**config.mk**
```make
export PLATFORM = sky130hd
export DESIGN_NAME = enigma_uart_tx
export DESIGN_NICKNAME = d
export VERILOG_FILES = /design/src/rtl/enigma_uart_tx.sv
export SDC_FILE = /design/constraint.sdc
export NUM_CORES = 1
export LEC_CHECK = 0
export CAP_MARGIN = 25
export CORE_UTILIZATION = 35
export DETAILED_ROUTE_END_ITERATION = 16
export GPL_ROUTABILITY_DRIVEN = 0
export GPL_TIMING_DRIVEN = 1
export SLEW_MARGIN = 20
export SYNTH_ARGS = -nofsm -noshare
export SYNTH_HDL_FRONTEND = slang
export SYNTH_SLANG_ARGS = --single-unit
```
**constraint.sdc**
```tcl
create_clock -name clk -period 3.15 [get_ports clk]
set_input_delay 0.315 -clock clk [delete_from_list [all_inputs] [get_ports clk]]
set_output_delay 0.315 -clock clk [all_outputs]
set_load 0.02 [all_outputs]
```
**src/rtl/enigma_uart_tx.sv**
```systemverilog
// Enigma cipher-letter UART transmitter: 5-bit letter codes in, 8N1 ASCII frames out.
// Define ENIGMA_TX_GROUP_EN to insert a space after every GROUP_LEN letters.
module enigma_uart_tx #(
   parameter int CLKS_PER_BIT = 434,
   parameter int GROUP_LEN    = 5
) (
   input  logic       clk,
   input  logic       rst_n,
   input  logic [4:0] letter_i,
   input  logic       valid_i,
   output logic       ready_o,
   output logic       tx_o,
   output logic       busy_o,
   output logic       err_o
);

   localparam int BW = (CLKS_PER_BIT > 1) ? $clog2(CLKS_PER_BIT) : 1;
   localparam logic [BW-1:0] BAUD_LAST = BW'(CLKS_PER_BIT - 1);

   typedef enum logic [1:0] {S_IDLE, S_START, S_DATA, S_STOP} state_t;

   state_t         state_q, state_d;
   logic [BW-1:0]  baud_q, baud_d;
   logic [2:0]     bit_q, bit_d;
   logic [7:0]     shift_q, shift_d;
   logic [4:0]     hold_q, hold_d;
   logic           hold_full_q, hold_full_d;
   logic           tx_q, tx_d;
   logic           err_q, err_d;
   logic           baud_last;
   logic           launch;
   logic           deq;

`ifdef ENIGMA_TX_GROUP_EN
   localparam int GW = $clog2(GROUP_LEN + 1);
   localparam logic [GW-1:0] GRP_MAX = GW'(GROUP_LEN);
   logic [GW-1:0]  grp_q, grp_d;
`endif

   function automatic logic [7:0] to_ascii(input logic [4:0] code);
      return 8'h41 + {3'b000, code};
   endfunction

   assign baud_last = (baud_q == BAUD_LAST);
   assign ready_o   = ~hold_full_q;
   assign busy_o    = (state_q != S_IDLE) | hold_full_q;
   assign tx_o      = tx_q;
   assign err_o     = err_q;

   always_comb begin
      state_d     = state_q;
      baud_d      = baud_q;
      bit_d       = bit_q;
      shift_d     = shift_q;
      hold_d      = hold_q;
      hold_full_d = hold_full_q;
      tx_d        = tx_q;
      err_d       = 1'b0;
      launch      = 1'b0;
      deq         = 1'b0;
`ifdef ENIGMA_TX_GROUP_EN
      grp_d       = grp_q;
`endif
      case (state_q)
         S_IDLE: begin
            baud_d = '0;
            bit_d  = '0;
            tx_d   = 1'b1;
            launch = hold_full_q;
         end
         S_START: begin
            if (baud_last) begin
               baud_d  = '0;
               state_d = S_DATA;
               tx_d    = shift_q[0];
            end else begin
               baud_d = baud_q + 1'b1;
            end
         end
         S_DATA: begin
            if (baud_last) begin
               baud_d  = '0;
               shift_d = {1'b0, shift_q[7:1]};
               if (bit_q == 3'd7) begin
                  bit_d   = '0;
                  state_d = S_STOP;
                  tx_d    = 1'b1;
               end else begin
                  bit_d = bit_q + 3'd1;
                  tx_d  = shift_q[1];
               end
            end else begin
               baud_d = baud_q + 1'b1;
            end
         end
         S_STOP: begin
            if (baud_last) begin
               baud_d = '0;
               if (hold_full_q) launch = 1'b1;
               else             state_d = S_IDLE;
            end else begin
               baud_d = baud_q + 1'b1;
            end
         end
         default: state_d = S_IDLE;
      endcase

      // A launch starts the next frame directly, so STOP->START has no idle gap.
      if (launch) begin
         state_d = S_START;
         tx_d    = 1'b0;
`ifdef ENIGMA_TX_GROUP_EN
         if (grp_q == GRP_MAX) begin
            shift_d = 8'h20;
            grp_d   = '0;
         end else begin
            shift_d = to_ascii(hold_q);
            deq     = 1'b1;
            grp_d   = grp_q + 1'b1;
         end
`else
         shift_d = to_ascii(hold_q);
         deq     = 1'b1;
`endif
      end

      if (deq) hold_full_d = 1'b0;

      // Out-of-range codes complete the handshake but are discarded.
      if (valid_i && ready_o) begin
         if (letter_i < 5'd26) begin
            hold_d      = letter_i;
            hold_full_d = 1'b1;
         end else begin
            err_d = 1'b1;
         end
      end
   end

   always_ff @(posedge clk or negedge rst_n) begin
      if (!rst_n) begin
         state_q     <= S_IDLE;
         baud_q      <= '0;
         bit_q       <= '0;
         shift_q     <= '0;
         hold_q      <= '0;
         hold_full_q <= 1'b0;
         tx_q        <= 1'b1;
         err_q       <= 1'b0;
`ifdef ENIGMA_TX_GROUP_EN
         grp_q       <= '0;
`endif
      end else begin
         state_q     <= state_d;
         baud_q      <= baud_d;
         bit_q       <= bit_d;
         shift_q     <= shift_d;
         hold_q      <= hold_d;
         hold_full_q <= hold_full_d;
         tx_q        <= tx_d;
         err_q       <= err_d;
`ifdef ENIGMA_TX_GROUP_EN
         grp_q       <= grp_d;
`endif
      end
   end

endmodule

```
==> results.json <==
{
  "hold-worst-slack_ns": 0.4264,
  "grt_usage": 0.1487,
  "numCtsBuffers": 5,
  "synth_top_area_cell": "dfrtp_1",
  "grt_pass1_wl_um": 5561,
  "antenna_found_initial": 0,
  "cp-startpoint": "state_q[0]",
  "cts.sink_count": 29,
  "status": "completed",
  "yosys_warnings": 0,
  "yosysSeqAreaShare": 0.4521,
  "synthFlopType": "dfrtp_1",
  "hold_buffers": 0,
  "h-tree-depth": 2,
  "rsz0062_at_grt": "no",
  "layout.nets": 187,
  "worstSetupEndpointType": "flop",
  "synthCells": 155,
  "post-route-min-period_ns": 2.268,
  "fin_worst_skew_ns": 0.004839,
  "areaGrowthSynthToFinish_pct": 14.55,
  "ir_drop_mv": 0.2617,
  "max_freq_mhz": 441.0,
  "ys_ff_latch": 29,
  "drc": 0,
  "synth_fp_nets": 172,
  "rows": 24,
  "portBuffers": 11,
  "die_w_um": 69.78,
  "synth_area_sq_mm": 0.001608,
  "routed_wl_um": 3172,
  "max_slew.worst_pin.slew_ns": 0.5779,
  "endpoint": "state_q[1]",
  "pwr_density_cell_mw_per_mm2": 477.4,
  "startpoint_type": "flop",
  "clock_latency_ns": 0.28,
  "start_util": 0.3667,
  "final_common_cell": "dfrtp_1",
  "hp-class": "in2async",
  "synth_edf_count": 0,
  "r2r_start": "state_q[0]",
  "grt_pass1_vias": 1225,
  "num_vias": 1157,
  "first_iter_violations": 60,
  "cp_max_fo": 12,
  "clk_path_buf_depth": 2,
  "setup_viol": 0,
  "async_reset_ff_frac": 1.000,
  "ioPinCount": 12,
  "synth_top_area_share": 0.4358,
  "ys_top_cells_by_area": "dfrtp_1, ha_1, a221oi_2",
  "reg2reg_to": "state_q[1]",
  "firstDrtPassIters": 4,
  "path_clk_slew_ns": 0.06,
  "grt_max_degree": 30,
  "grt-ovfl-total": 0,
  "grtUsageMet3": 0.04360,
  "busiest_layer": "met2",
  "crit_type": "reg2reg",
  "ant_nets": 0,
  "fill_cells": 449,
  "fp.dieH_um": 69.78,
  "slew_violations": 0,
  "rrSetupSlack_ns": 0.88,
  "fin_setup_tns_ns": 0,
  "dieArea_sq_mm": 0.004869,
  "drv_cap": 0,
  "dp_hpwl_um": 2397,
  "layout_common_cells": "dfrtp_1, nor2_1, inv_1, clkdlybuf4s50_1",
  "drive_gt1_frac": 0.1000,
  "cts_tree": "yes",
  "wl_per_cell_um": 14.29,
  "gr-usage-met1": 0.1744,
  "avgSynthCellArea_sq_um": 10.37,
  "slew_headroom": 0.6144,
  "core_area_sq_mm": 0.004384,
  "power.total_w": 0.0008792,
  "leakage_nw": 0.7840,
  "finalCritPeriodShare": 0.7199,
  "r2r.worst_path.cells": 6,
  "postCtsSetupRepairBufs": 0,
  "use_met2": 0.2500,
  "routed_via_density": 5.212,
  "synth_cell_types": 43,
  "post_cts_resized": 0,
  "required_ns": 3.31,
  "hold_viol": 0,
  "n_antenna_cell": 0,
  "root_buffer": "clkbuf_8",
  "cp.arrival_ns": 2.43
}
-- flip-flops by register name, indices dropped and copies added (netlist names) --
register and count:
baud_q 9, bit_q 3, err_o 1, hold_full_q 1
hold_q 5, shift_q 7, state_q 2, tx_o 1
-- Yosys cell counts (4+ instances only) --
master,count
a221oi_2,6
dfrtp_1,28
ha_1,9
inv_1,14
mux2_1,4
nand2_1,9
nand3_1,7
nor2_1,24
nor3_1,4
o21ai_1,4
xnor2_1,8
-- stage by stage --
stage                     cells  setup slack [ns]    util  area [sq um]
after floorplan             155             1.391       -          1608
after global placement      215            0.9875  0.4004          1755
after detailed placement    215            0.9029  0.4004          1755
after CTS                   222            0.8965  0.4201          1842
after global routing        222            0.7557  0.4201          1842
final                       222            0.8824  0.4201          1842
-- worst min path at each step --
stage / from / endpoint / slack, ns / depth (start not counted)
2_1_floorplan: rst_n / baud_q[0] / 0.02 / 0
3_3_place_gp: shift_q[6] / shift_q[6] / 0.48 / 1
3_5_place_dp: shift_q[6] / shift_q[6] / 0.49 / 1
4_1_cts: rst_n / baud_q[4] / 0.44 / 2
5_1_grt: rst_n / baud_q[4] / 0.49 / 2
6_report: rst_n / baud_q[4] / 0.43 / 2
-- worst max-delay path, cell delays in order (launching register included) --
cell and delay [ns]:
dfrtp_1 0.40, inv_1 0.10, ha_1 0.37, and3b_1 0.37
a41o_1 0.47, nor4_1 0.11, a311o_1 0.33
-- power by group --
part	leakage (nW)	internal, W	switching [W]
Combinational	0.384	0.0000655	0.0000658
Sequential	0.355	0.000407	0.0000376
Clock	0.0443	0.000173	0.000130
-- cell families (layout without fill, tap and decap cells) --
family | count (synthesis) | in the layout | synth area share
buf+inv | 19 | 34 | 0.05680
xor+xnor | 10 | 10 | 0.05448
flops | 29 | 29 | 0.4521
simple gates | 57 | 57 | 0.1759
compound gates | 25 | 25 | 0.1502
fa+ha+maj | 9 | 9 | 0.07004
mux | 6 | 6 | 0.04047
-- cell type report --
cell class | instances | area (sq um) | area share
flip-flops and latches | 29 | 726.9 | 0.3947
clock buffers | 7 | 86.33 | 0.04687
inverters | 15 | 56.30 | 0.03057
well taps | 52 | 65.06 | 0.03533
repair buffers | 12 | 117.6 | 0.06386
multi-input cells | 107 | 789.5 | 0.4287
-- routing by layer --
metal	part of all wire	vias up
met5	0	-
met4	0.011	0
met3	0.039	4
met2	0.50	25
met1	0.45	560
li1	-	568
No activity file was read; power rests on OpenSTA's default activity.
